`config.mk`:
```
export PLATFORM = sky130hd
export DESIGN_NAME = vector_relu_argmax
export DESIGN_NICKNAME = d
export VERILOG_FILES = /design/src/rtl/vector_relu_argmax.sv
export SDC_FILE = /design/constraint.sdc
export NUM_CORES = 1
export LEC_CHECK = 0
export BUFFER_PORTS_ARGS = -buffer_cell sky130_fd_sc_hd__buf_2
export CORE_MARGIN = 2
export CORE_UTILIZATION = 47
export CTS_CLUSTER_SIZE = 28
export DETAILED_ROUTE_END_ITERATION = 10
export PLACE_DENSITY = 0.77
export SKIP_LAST_GASP = 1
export SLEW_MARGIN = 10
export SYNTH_ARGS = -nofsm -noshare
export SYNTH_HDL_FRONTEND = slang
export SYNTH_SLANG_ARGS = --single-unit
```
`constraint.sdc`:
```
create_clock -name aclk -period 2.51 [get_ports aclk]
set_input_delay 0.1255 -clock aclk [delete_from_list [all_inputs] [get_ports aclk]]
set_output_delay 0.1255 -clock aclk [all_outputs]
set_load 0.02 [all_outputs]
```
`src/rtl/vector_relu_argmax.sv`:
```
// ReLU + argmax over VECTOR_SIZE fp32 words in BRAM, optional in-place write-back.
// Latency 3N+1 cycles (write-back) or 2N+1 (read-only); start is ignored while busy.
module vector_relu_argmax #(
  parameter int          VECTOR_SIZE = 64,
  parameter int          IDX_W       = 6,
  parameter logic [31:0] BASE_ADDR   = 32'h0
) (
  input  logic             aclk,
  input  logic             aresetn,
  input  logic             start,
  input  logic             wb_en,
  output logic             busy,
  output logic             done,
  output logic [IDX_W-1:0] max_idx,
  output logic [31:0]      max_val,
  output logic [31:0]      BRAM_ADDR,
  output logic [31:0]      BRAM_WRDATA,
  output logic [3:0]       BRAM_WE,
  input  logic [31:0]      BRAM_RDDATA
);

  typedef enum logic [2:0] {S_IDLE, S_RD, S_CAP, S_WR, S_DONE} state_t;

  localparam logic [IDX_W-1:0] LAST_IDX = IDX_W'(VECTOR_SIZE - 1);

  state_t           state_q, state_d;
  logic [IDX_W-1:0] idx_q, idx_d;
  logic             wb_en_q, wb_en_d;
  logic [31:0]      r_q, r_d;
  logic [IDX_W-1:0] max_idx_q, max_idx_d;
  logic [31:0]      max_val_q, max_val_d;

  logic             last;
  logic [31:0]      relu_w;
  logic [31:0]      elem_addr;

  assign last      = (idx_q == LAST_IDX);
  assign relu_w    = BRAM_RDDATA[31] ? 32'h0 : BRAM_RDDATA;
  assign elem_addr = BASE_ADDR + (32'(idx_q) << 2);

  always_ff @(posedge aclk or negedge aresetn) begin
    if (!aresetn) begin
      state_q   <= S_IDLE;
      idx_q     <= '0;
      wb_en_q   <= 1'b0;
      r_q       <= 32'h0;
      max_idx_q <= '0;
      max_val_q <= 32'h0;
    end else begin
      state_q   <= state_d;
      idx_q     <= idx_d;
      wb_en_q   <= wb_en_d;
      r_q       <= r_d;
      max_idx_q <= max_idx_d;
      max_val_q <= max_val_d;
    end
  end

  always_comb begin
    state_d = state_q;
    case (state_q)
      S_IDLE: if (start) state_d = S_RD;
      S_RD:   state_d = S_CAP;
      S_CAP:  state_d = wb_en_q ? S_WR : (last ? S_DONE : S_RD);
      S_WR:   state_d = last ? S_DONE : S_RD;
      S_DONE: state_d = S_IDLE;
      default: state_d = S_IDLE;
    endcase
  end

  always_comb begin
    idx_d     = idx_q;
    wb_en_d   = wb_en_q;
    r_d       = r_q;
    max_idx_d = max_idx_q;
    max_val_d = max_val_q;
    if (state_q == S_IDLE && start) begin
      idx_d   = '0;
      wb_en_d = wb_en;
    end
    if (state_q == S_CAP) begin
      r_d = relu_w;
      // Post-ReLU words are non-negative, so unsigned order ranks +NaN above +inf.
      if (idx_q == '0 || relu_w > max_val_q) begin
        max_idx_d = idx_q;
        max_val_d = relu_w;
      end
      if (!wb_en_q && !last) idx_d = idx_q + 1'b1;
    end
    if (state_q == S_WR && !last) idx_d = idx_q + 1'b1;
  end

  always_comb begin
    busy        = (state_q != S_IDLE);
    done        = (state_q == S_DONE);
    BRAM_ADDR   = BASE_ADDR;
    BRAM_WRDATA = 32'h0;
    BRAM_WE     = 4'h0;
    case (state_q)
      S_RD, S_CAP: BRAM_ADDR = elem_addr;
      S_WR: begin
        BRAM_ADDR   = elem_addr;
        BRAM_WRDATA = r_q;
        BRAM_WE     = 4'hF;
      end
      default: ;
    endcase
  end

  assign max_idx = max_idx_q;
  assign max_val = max_val_q;

endmodule
```
==> reports/qor.yml <==
power-per-cell-area_mw_per_mm2: 1120
grt_start_max_net_pins: 44
routed_wire_length_per_instance_um: 15.2
clock-sinks: 78
netlist.top_cell.by_area: "sky130_fd_sc_hd__dfrtp_1"
worstSetupEndpointType: "flip-flop"
synth_top_area_share_pct: 41.7
route.detailed.drc: 0
numCtsBuffers: 9
critical_path_arrival_ns: 2.80
placement.io_buffers: 115
fmax_mhz: 390
postSynth.topFlopCell: "sky130_fd_sc_hd__dfrtp_1"
setup_viol: 36
clk_pin_slew_ns: 0.09
clockRootBuffer: "sky130_fd_sc_hd__clkbuf_8"
drt_pass1_iterations: 4
drt_iter0_drc: 80
synth-async-reset-ratio_pct: 100
synthDistinctLibCells: 42
finalHoldViolations: 0
gr-usage-all-layers_pct: 20.6
synth_warnings: 0
routed_via_count: 3500
finalWorstPathRequiredPeriod_ns: 2.57
fillCellCount: 828
grt_pass1_vias: 3648
report.final.slew_viol_count: 0
io_pins: 144
die_area_mm2: 0.0108
floorplan.initialDensity_pct: 48.1
antenna_found_initial: 0
leakage_component_of_the_power_nw: 3.14
synthesis.area_mm2: 0.00468
start_kind: "flip-flop"
clk_path_buf_depth: 2
total_power_w: 0.00665
gp_congestion: 0.809
die_h_um: 104
grt_remaining_overflow: 0
postSynthRegisterBits: 78
timing.clock.skew_ns: 0.0135
flow.area_growth_from_synthesis_pct: 26.4
row_count: 36
synthCells: 415
core-area_mm2: 0.00973
failed_checks: "setup timing"
antennaDiodeCount: 0
horizontal_die_dimension_um: 104
insertion_delay_of_the_later_clocked_pin_in_the_worst_skew_pair_ns: 0.36
detail-route-antenna-nets: 0
sequential_to_total_area_share_from_yosys_stat_pct: 41.7
final_nets: 647
worst_hold_path_type: "primary input to flip-flop"
finish.cell_count_without_fillers: 716
cp.required_ns: 2.75
synth_edf_count: 0
grt_setup_unrepaired: "yes"
finalWirelength_mm: 10.9
crit_type: "flip-flop to flip-flop"
period_share_pct: 102
numPlacedInstances: 694
cts_tree: "yes"
outcome: "finished, violations left"
share_of_final_layout_standard_cells_stronger_than_drive_strength_1_pct: 46.5
grt_first_pass_wirelength_mm: 17.8
post-dp-hpwl_mm: 8.10
detail_route.vias_per_cell: 4.89
htreeDepth: 3
synth_area_per_cell_um2: 11.3
drv_cap: 0
synth_area_leaders: "sky130_fd_sc_hd__dfrtp_1 (42%), sky130_fd_sc_hd__mux2_2 (9.4%), sky130_fd_sc_hd__mux2_4 (9.3%)"
vdd_ir_drop_max_mv: 0.628
crit_fanout: 11
fin_ws_ns: -0.0563
[timing repair]
item / CTS / global route
pin swaps: 1 / 0
hold endpoints to repair: 36 / 0
endpoints found under the setup margin: 36 / 37
gates resized for setup: 2 / 1
hold buffers: 2 / 0
setup buffers: 3 / 1
[per-stage QoR]
| step | cell area (um2) | TNS (ns) | setup WS (ns) | util (%) | hold slack (ns) |
|---|---|---|---|---|---|
| finish | 5910 | -1.29 | -0.0563 | 60.8 | 0.101 |
| global route | 5910 | -3.26 | -0.109 | 60.8 | 0.121 |
| CTS | 5900 | -0.807 | -0.0407 | 60.7 | 0.0879 |
| detailed placement | 5640 | -6.30 | -0.201 | 57.9 | 0.116 |
| global placement | 5640 | -3.69 | -0.117 | 57.9 | 0.110 |
| floorplan | 4800 | 0 | 0.00479 | - | -0.170 |
[cell usage in the layout (no fill, tap or decap), types with 9 or more instances in the layout]
cell,instances
sky130_fd_sc_hd__ha_1,32
sky130_fd_sc_hd__a21oi_1,12
sky130_fd_sc_hd__inv_1,32
sky130_fd_sc_hd__buf_4,48
sky130_fd_sc_hd__conb_1,28
sky130_fd_sc_hd__dfrtp_1,69
sky130_fd_sc_hd__nor2b_1,33
sky130_fd_sc_hd__mux2_2,39
sky130_fd_sc_hd__and2_1,37
sky130_fd_sc_hd__clkbuf_8,10
sky130_fd_sc_hd__buf_2,114
sky130_fd_sc_hd__dfrtp_2,9
sky130_fd_sc_hd__mux2_4,29
sky130_fd_sc_hd__nand2_1,14
[flip-flops by register name, summed over array words and instances (netlist names)]
name,flops
max_val,31
idx_q,6
wb_en_q,1
r_q,31
state_q,3
max_idx,6
[cells in the mapped netlist (all sizes together) (2+ instances only)]
cell type	n
nand2	14
ha	33
nand4	7
mux2	68
a21o	4
inv	33
a221oi	2
buf	38
dfrtp	78
o21bai	2
a21oi	12
nand2b	2
mux2i	3
nor2b	33
clkbuf	7
nand3	7
and2	37
nor2	7
o31ai	2
nor4	2
nor3	2
o21ai	8
o211ai	2
[cell type report]
class                   count  area [um2]  area share (%)
clock buffers              10         138            2.33
flip-flops and latches     78        1960            33.2
inverters                  33         124            2.10
repair buffers            170        1060            18.0
multi-input cells         286        2390            40.4
well taps                 133         166            2.81
clock inverters             6        71.3            1.21
[power breakdown]
part | switching, W | total [W] | internal (W) | leakage [nW]
combinational | 0.00182 | 0.00352 | 0.00170 | 2.04
clock | 0.000496 | 0.000988 | 0.000492 | 0.0987
sequential | 0.000345 | 0.00214 | 0.00179 | 0.997
total | 0.00266 | 0.00665 | 0.00399 | 3.14
[cell families (layout without fill, tap and decap cells)]
| group | count (synthesis) | in the layout | synth area share, % |
|---|---|---|---|
| buffers and inverters | 78 | 219 | 9.82 |
| other | 1 | 28 | 0.0802 |
| DFF | 78 | 78 | 41.7 |
| AOI/OAI and AO/OA | 36 | 36 | 5.38 |
| muxes | 71 | 71 | 19.3 |
| and+or+nand+nor | 118 | 118 | 14.8 |
| adders and majority gates | 33 | 33 | 8.83 |
[layer usage]
metal	part of all wire, %	track usage [%]
met5	0	0
met4	1.1	7.53
met3	4.7	3.15
met2	50	35.6
met1	44	26.2
[final timing paths]
path / from / to / slack, ns / cells past startpoint
max: max_val[19] / max_val[17] / -0.06 / 9
min: BRAM_RDDATA[0] / r_q[0] / 0.10 / 3
max reg2reg: max_val[19] / max_val[17] / -0.06 / 9
max in group asynchronous: aresetn / max_val[17] / 1.63 / 3
min in group asynchronous: aresetn / max_val[19] / 0.27 / 2
min reg2reg: r_q[0] / r_q[0] / 0.49 / 2
[critical path, cell delays in order, from the launching register on]
cell	delay (ns)
sky130_fd_sc_hd__dfrtp_2	0.37
sky130_fd_sc_hd__inv_1	0.07
sky130_fd_sc_hd__ha_4	0.27
sky130_fd_sc_hd__nand4_1	0.11
sky130_fd_sc_hd__or4_4	0.58
sky130_fd_sc_hd__a311oi_2	0.25
sky130_fd_sc_hd__o31ai_2	0.14
sky130_fd_sc_hd__o21ai_4	0.15
sky130_fd_sc_hd__buf_12	0.20
sky130_fd_sc_hd__mux2_4	0.31
No activity file was read; power rests on OpenSTA's default activity.
